[config.mk]
export PLATFORM = sky130hd
export DESIGN_NAME = auto_corner_detector
export DESIGN_NICKNAME = d
export VERILOG_FILES = /design/src/rtl/auto_corner_detector_pkg.sv /design/src/rtl/auto_corner_detector_corner_tracker.sv /design/src/rtl/auto_corner_detector.sv
export SDC_FILE = /design/constraint.sdc
export NUM_CORES = 1
export LEC_CHECK = 0
export CAP_MARGIN = 10
export CORE_MARGIN = 2
export CORE_UTILIZATION = 45
export DETAILED_ROUTE_END_ITERATION = 16
export DONT_BUFFER_PORTS = 1
export SYNTH_ARGS = -nofsm -noshare
export SYNTH_HDL_FRONTEND = slang
export SYNTH_SLANG_ARGS = --single-unit
[constraint.sdc]
create_clock -name clk -period 6.15 [get_ports clk]
set_input_delay 1.23 -clock clk [delete_from_list [all_inputs] [get_ports clk]]
set_output_delay 1.23 -clock clk [all_outputs]
set_load 0.03 [all_outputs]
[src/rtl/auto_corner_detector_pkg.sv]
// Shared frame defaults, FSM encoding and tracker modes for the auto corner detector.
// main_fsm imports the same state encoding so both sides agree on it.
package auto_corner_detector_pkg;

  localparam int FRAME_WIDTH  = 640;
  localparam int FRAME_HEIGHT = 480;

  typedef enum logic [1:0] {
    ST_IDLE  = 2'd0,
    ST_SCAN  = 2'd1,
    ST_DRAIN = 2'd2,
    ST_DONE  = 2'd3
  } detect_state_e;

  typedef enum logic {
    MODE_MIN = 1'b0,
    MODE_MAX = 1'b1
  } track_mode_e;

endpackage

[src/rtl/auto_corner_detector_corner_tracker.sv]
// Tracks the coordinate with the extreme key (min or max) among valid samples.
// Strict comparison keeps the first sample on a tie.
module corner_tracker
  import auto_corner_detector_pkg::*;
#(
  parameter int          KW   = 11,
  parameter int          XW   = 10,
  parameter int          YW   = 9,
  parameter track_mode_e MODE = MODE_MIN
) (
  input  logic          clk,
  input  logic          reset_n,
  input  logic          clear,
  input  logic          valid,
  input  logic [KW-1:0] key,
  input  logic [XW-1:0] x,
  input  logic [YW-1:0] y,
  output logic [XW-1:0] best_x,
  output logic [YW-1:0] best_y,
  output logic          seen
);

  logic [KW-1:0] best_key;
  logic          better;

  assign better = (MODE == MODE_MAX) ? (key > best_key) : (key < best_key);

  // NOTE: sequential state uses non-blocking assignments so every register samples pre-edge values.
  always_ff @(posedge clk or negedge reset_n) begin
    if (!reset_n) begin
      best_key <= '0;
      best_x   <= '0;
      best_y   <= '0;
      seen     <= 1'b0;
    end else if (clear) begin
      best_key <= '0;
      best_x   <= '0;
      best_y   <= '0;
      seen     <= 1'b0;
    end else if (valid && (!seen || better)) begin
      best_key <= key;
      best_x   <= x;
      best_y   <= y;
      seen     <= 1'b1;
    end
  end

endmodule

[src/rtl/auto_corner_detector.sv]
// Raster-scans one thresholded frame from BRAM and reports the four extreme corners
// (TL/TR/BL/BR) of the marked quadrilateral, publishing them together with done.
module auto_corner_detector
  import auto_corner_detector_pkg::*;
#(
  parameter int WIDTH  = FRAME_WIDTH,
  parameter int HEIGHT = FRAME_HEIGHT,
  parameter int XW     = 10,
  parameter int YW     = 9,
  parameter int AW     = 19,
  parameter int RD_LAT = 2
) (
  input  logic          clk,
  input  logic          reset_n,
  input  logic          start,
  output logic          done,
  output logic          busy,
  output logic [AW-1:0] pix_addr,
  input  logic          pix_data,
  output logic          found,
  output logic [XW-1:0] tl_x,
  output logic [YW-1:0] tl_y,
  output logic [XW-1:0] tr_x,
  output logic [YW-1:0] tr_y,
  output logic [XW-1:0] bl_x,
  output logic [YW-1:0] bl_y,
  output logic [XW-1:0] br_x,
  output logic [YW-1:0] br_y
);

  localparam int N  = WIDTH * HEIGHT;
  localparam int KW = XW + 1;
  localparam int DW = (RD_LAT > 1) ? $clog2(RD_LAT) : 1;

  detect_state_e state, state_next;
  logic [XW-1:0] x_cnt;
  logic [YW-1:0] y_cnt;
  logic [DW-1:0] drain_cnt;
  logic          last_addr, drain_last, launch;

  assign last_addr  = (pix_addr == AW'(N - 1));
  assign drain_last = (drain_cnt == DW'(RD_LAT - 1));
  assign launch     = (state == ST_IDLE) && start;
  assign done       = (state == ST_DONE);
  assign busy       = (state != ST_IDLE);

  always_ff @(posedge clk or negedge reset_n) begin
    if (!reset_n) state <= ST_IDLE;
    else          state <= state_next;
  end

  // NOTE: default assigned first so no path leaves state_next unassigned (no latch).
  always_comb begin
    state_next = state;
    unique case (state)
      ST_IDLE:  if (start)      state_next = ST_SCAN;
      ST_SCAN:  if (last_addr)  state_next = ST_DRAIN;
      ST_DRAIN: if (drain_last) state_next = ST_DONE;
      ST_DONE:                  state_next = ST_IDLE;
      default:                  state_next = ST_IDLE;
    endcase
  end

  // Address advances by increment; x/y follow it so no multiplier is needed.
  always_ff @(posedge clk or negedge reset_n) begin
    if (!reset_n) begin
      pix_addr  <= '0;
      x_cnt     <= '0;
      y_cnt     <= '0;
      drain_cnt <= '0;
    end else begin
      drain_cnt <= (state == ST_DRAIN) ? drain_cnt + 1'b1 : '0;
      if (launch) begin
        pix_addr <= '0;
        x_cnt    <= '0;
        y_cnt    <= '0;
      end else if (state == ST_SCAN && !last_addr) begin
        pix_addr <= pix_addr + 1'b1;
        if (x_cnt == XW'(WIDTH - 1)) begin
          x_cnt <= '0;
          y_cnt <= y_cnt + 1'b1;
        end else begin
          x_cnt <= x_cnt + 1'b1;
        end
      end
    end
  end

  // Coordinates travel alongside the read so pix_data meets its own pixel.
  logic          sr_v [RD_LAT];
  logic [XW-1:0] sr_x [RD_LAT];
  logic [YW-1:0] sr_y [RD_LAT];

  always_ff @(posedge clk or negedge reset_n) begin
    if (!reset_n) begin
      for (int i = 0; i < RD_LAT; i++) sr_v[i] <= 1'b0;
    end else begin
      sr_v[0] <= (state == ST_SCAN);
      for (int i = 1; i < RD_LAT; i++) sr_v[i] <= sr_v[i-1];
    end
  end

  // NOTE: coordinate pipeline is qualified by sr_v, so it carries no reset.
  always_ff @(posedge clk) begin
    sr_x[0] <= x_cnt;
    sr_y[0] <= y_cnt;
    for (int i = 1; i < RD_LAT; i++) begin
      sr_x[i] <= sr_x[i-1];
      sr_y[i] <= sr_y[i-1];
    end
  end

  logic [XW-1:0] px_x;
  logic [YW-1:0] px_y;
  logic [KW-1:0] key_sum, key_anti;
  logic          px_valid;

  assign px_x     = sr_x[RD_LAT-1];
  assign px_y     = sr_y[RD_LAT-1];
  assign px_valid = sr_v[RD_LAT-1] && pix_data;
  assign key_sum  = KW'(px_x) + KW'(px_y);
  assign key_anti = KW'(px_x) + KW'(HEIGHT - 1) - KW'(px_y);

  logic [XW-1:0] w_tl_x, w_tr_x, w_bl_x, w_br_x;
  logic [YW-1:0] w_tl_y, w_tr_y, w_bl_y, w_br_y;
  logic          s_tl, s_tr, s_bl, s_br;

  corner_tracker #(.KW(KW), .XW(XW), .YW(YW), .MODE(MODE_MIN)) u_tl (
    .clk(clk), .reset_n(reset_n), .clear(launch), .valid(px_valid), .key(key_sum),
    .x(px_x), .y(px_y), .best_x(w_tl_x), .best_y(w_tl_y), .seen(s_tl));
  corner_tracker #(.KW(KW), .XW(XW), .YW(YW), .MODE(MODE_MAX)) u_tr (
    .clk(clk), .reset_n(reset_n), .clear(launch), .valid(px_valid), .key(key_anti),
    .x(px_x), .y(px_y), .best_x(w_tr_x), .best_y(w_tr_y), .seen(s_tr));
  corner_tracker #(.KW(KW), .XW(XW), .YW(YW), .MODE(MODE_MIN)) u_bl (
    .clk(clk), .reset_n(reset_n), .clear(launch), .valid(px_valid), .key(key_anti),
    .x(px_x), .y(px_y), .best_x(w_bl_x), .best_y(w_bl_y), .seen(s_bl));
  corner_tracker #(.KW(KW), .XW(XW), .YW(YW), .MODE(MODE_MAX)) u_br (
    .clk(clk), .reset_n(reset_n), .clear(launch), .valid(px_valid), .key(key_sum),
    .x(px_x), .y(px_y), .best_x(w_br_x), .best_y(w_br_y), .seen(s_br));

  // Published result changes only on DONE, so partial scans are never visible.
  always_ff @(posedge clk or negedge reset_n) begin
    if (!reset_n) begin
      found <= 1'b0;
      tl_x <= '0; tl_y <= '0; tr_x <= '0; tr_y <= '0;
      bl_x <= '0; bl_y <= '0; br_x <= '0; br_y <= '0;
    end else if (state == ST_DONE) begin
      found <= s_tl | s_tr | s_bl | s_br;
      tl_x <= w_tl_x; tl_y <= w_tl_y; tr_x <= w_tr_x; tr_y <= w_tr_y;
      bl_x <= w_bl_x; bl_y <= w_bl_y; br_x <= w_br_x; br_y <= w_br_y;
    end
  end

endmodule
==> results.toml <==
[status]
status = "finished clean"

[drt]
drt-pass1-iter-count = 4
via_count = 8105
antenna_left = 0
drt_iter0_markers = 523
wl_um = 28000
vias_per_cell = 5.28
drt-wirelength-per-cell_um = 18.3
drc = 0

[sta]
tns_ns = 0
rsz0062_at_grt = "false"
max_freq_ghz = 0.216
fin_worst_skew_ns = 0.0153
setup-violations-final = 0
post-route-min-period_ns = 4.63
finalCritPeriodShare_pct = 75.3
hold_viol_final = 0
tightest_slew_ns = 1.12
relSlewSlack_pct = 24.8
maxSlewViolCount = 0

[clocking]
clk_pin_slew_worst_paths_ns = 0.06
clkSinkCount = 282
cts_root_buffer = "clkbuf_16"
clock_latency_ns = 0.56
postCtsHoldBufs = 0
cts-resized-gates = 0
cts_buffers = 30
cts_setup_buffers = 0
clock_path_buffers = 3
htree_levels = 1
cts_tree = "done"

[power]
pwr-share-comb_pct = 30.2
p_sw_w = 0.00218
netSwitchingFraction_pct = 35.7
p_per_area_nw_per_um2 = 431
power_frac_clock_pct = 29.2
p_int_w = 0.00392
finalPower_w = 0.00610
ir_drop_v = 0.000359
pwr-share-seq_pct = 40.6
leakagePower_nw = 6.96

[synthesis]
syn_area_per_cell_um2 = 11.2
ys_types = 59
synth-simple-area-share_pct = 11.3
synthAdderAreaFrac_pct = 7.80
synth_area_um2 = 12900
synthArstFlopShare_pct = 86.5
postSynthCellCount = 1147
synth_top_family_by_area = "multiplexers"
ys_seq_area_share_pct = 53.4
ys_warn_count = 0
synth-seq-cells = 282
synth_flop_cell = "dfrtp_1"
synth_compound_area_share_pct = 6.39
synth_xor_xnor_area_share_pct = 2.79
synth_edf_count = 0
synth_mux_area_share_pct = 14.2
synth_nets = 1230

[place]
portBuffers = 0
gp_congestion = 0.805
hpwl_um = 18300

[critical_path]
worst_setup_path_end_kind = "register"
critPathKind = "reg -> reg"
worstPathCellList = "inv_1 > ha_1 > nor2b_1 > o211ai_1 > a2111oi_0 > mux2i_1 > nand2_1 > inv_1 > ha_1 > nand3_2 > nor3_4 > a221oi_2 > a221oi_4 > buf_4 > mux2i_1 > nor2_1"
cp_top_family = "compound AO/OA/AOI/OAI gates"
crit_arrival_ns = 5.04
required_ns = 6.56
cp-start-kind = "register"
cp_slowest_cell = "a2111oi_0"
path_buf_inv = 3
cp_max_fo = 25
max_stage_delay_ns = 0.61

[worst_hold_path]
holdCritPathClass = "reg -> reg"

[grt]
grt_pass1_vias = 8167
antenna_found_initial = 0
grt_overflow = 0
track_usage_pct = 19.0
grt_max_degree = 245
grt_pass1_wl_um = 46300

[floorplanning]
num_io_pins = 102
die_x_um = 173
dieArea_um2 = 30000
floorplan.initialDensity_pct = 46.1
rows = 61
coreArea_um2 = 27900
die_h_um = 173

[final_layout]
fin_util_pct = 50.7
num_antenna_cells = 0
layout-drive-gt1-share_pct = 12.3
fin_nets = 1219
syn_to_final_growth_pct = 10.1
mostFrequentLayoutCells = "dfrtp_1, nor2_1, mux2i_1"
layout_commonest_cell = "dfrtp_1"

[flow_run]
max_cap_violations = 0
## cells in the mapped netlist (5+ instances only)
master    count  area, µm²
nand2_1      53        199
a21oi_1      38        190
ha_1         77        963
a31oi_1       6       37.5
dfxtp_1      38        761
dfrtp_1     244       6110
o21a_1        6       45.0
nor3_1        7       35.0
o31ai_1       6       45.0
o211ai_1      5       37.5
and3_1       12       75.1
xor2_1       16        140
a211oi_1     11       82.6
nor2b_1       5       31.3
xnor2_1      25        219
clkbuf_1     28        105
buf_1         7       26.3
nor2_1      167        627
nand2b_1      7       43.8
nand3_1      22        110
o21ai_0      27        135
inv_1        80        300
nor4_1        6       37.5
mux2_2       77        867
buf_2         8       40.0
mux2i_1      96        961
a21o_1        7       52.6
nand4_1      17        106
## state kept, by name, summed over array words and instances, names as in the netlist, 11 cells and up
name / count
u_br.best_key: 11
u_tl.best_key: 11
u_bl.best_key: 11
pix_addr: 19
sr_x: 20
u_tr.best_key: 11
sr_y: 18
## metal layers
metal	vias up	wire, µm	global-route usage (%)
li1	3895	-	-
met1	4051	13500	27.4
met2	125	12900	30.3
met3	34	1060	3.17
met4	0	516	3.85
met5	-	0	0
## layout make-up
class                      count  area, µm²
multi-input combinational    737       5500
fill                        2537      13800
timing repair buffer           5       37.5
clock inverter                 7        113
inverter                      80        300
tap                          378        473
clock buffer                  46        871
sequential                   282       6870
## final timing paths
path / slack [ns] / endpoint / start / depth (start not counted)
max: 1.52 / u_br.best_x[4] / sr_y[0][10] / 16
min: 0.32 / sr_x[0][19] / sr_x[0][9] / 0
max reg2reg: 1.52 / u_br.best_x[4] / sr_y[0][10] / 16
min reg2reg: 0.32 / sr_x[0][19] / sr_x[0][9] / 0
max in group asynchronous: 5.12 / bl_x[5] / reset_n / 0
min in group asynchronous: 0.39 / u_bl.best_key[5] / reset_n / 0
## cells by family after synthesis
family	count (synthesis)
AO/OA/AOI/OAI	124
XOR/XNOR	41
adder cells (fa/ha/maj)	79
buffers and inverters	128
flip-flops	282
multiplexers	173
AND/OR/NAND/NOR	320
## through the flow
stage | hold slack, ns | setup WS [ns] | cell area [µm²] | cells
2_1_floorplan | 0.310 | 2.52 | 12900 | 1147
3_3_place_gp | 0.310 | 1.52 | 13200 | 1482
3_5_place_dp | 0.312 | 1.49 | 13200 | 1482
4_1_cts | 0.322 | 1.47 | 14200 | 1535
5_1_grt | 0.330 | 1.13 | 14200 | 1535
6_report | 0.321 | 1.52 | 14200 | 1535
## power groups by stage
| stage | clock network (W) | registers [W] | logic, W |
|---|---|---|---|
| 6_report | 0.00178 | 0.00248 | 0.00184 |
| 5_1_grt | 0.00191 | 0.00252 | 0.00208 |
| 4_1_cts | 0.00183 | 0.00248 | 0.00187 |
| 3_5_place_dp | 0 | 0.00252 | 0.00186 |
| 3_3_place_gp | 0 | 0.00251 | 0.00182 |
| 2_1_floorplan | 0 | 0.00242 | 0.00146 |
Note: power is estimated with default switching activity, not from simulation.
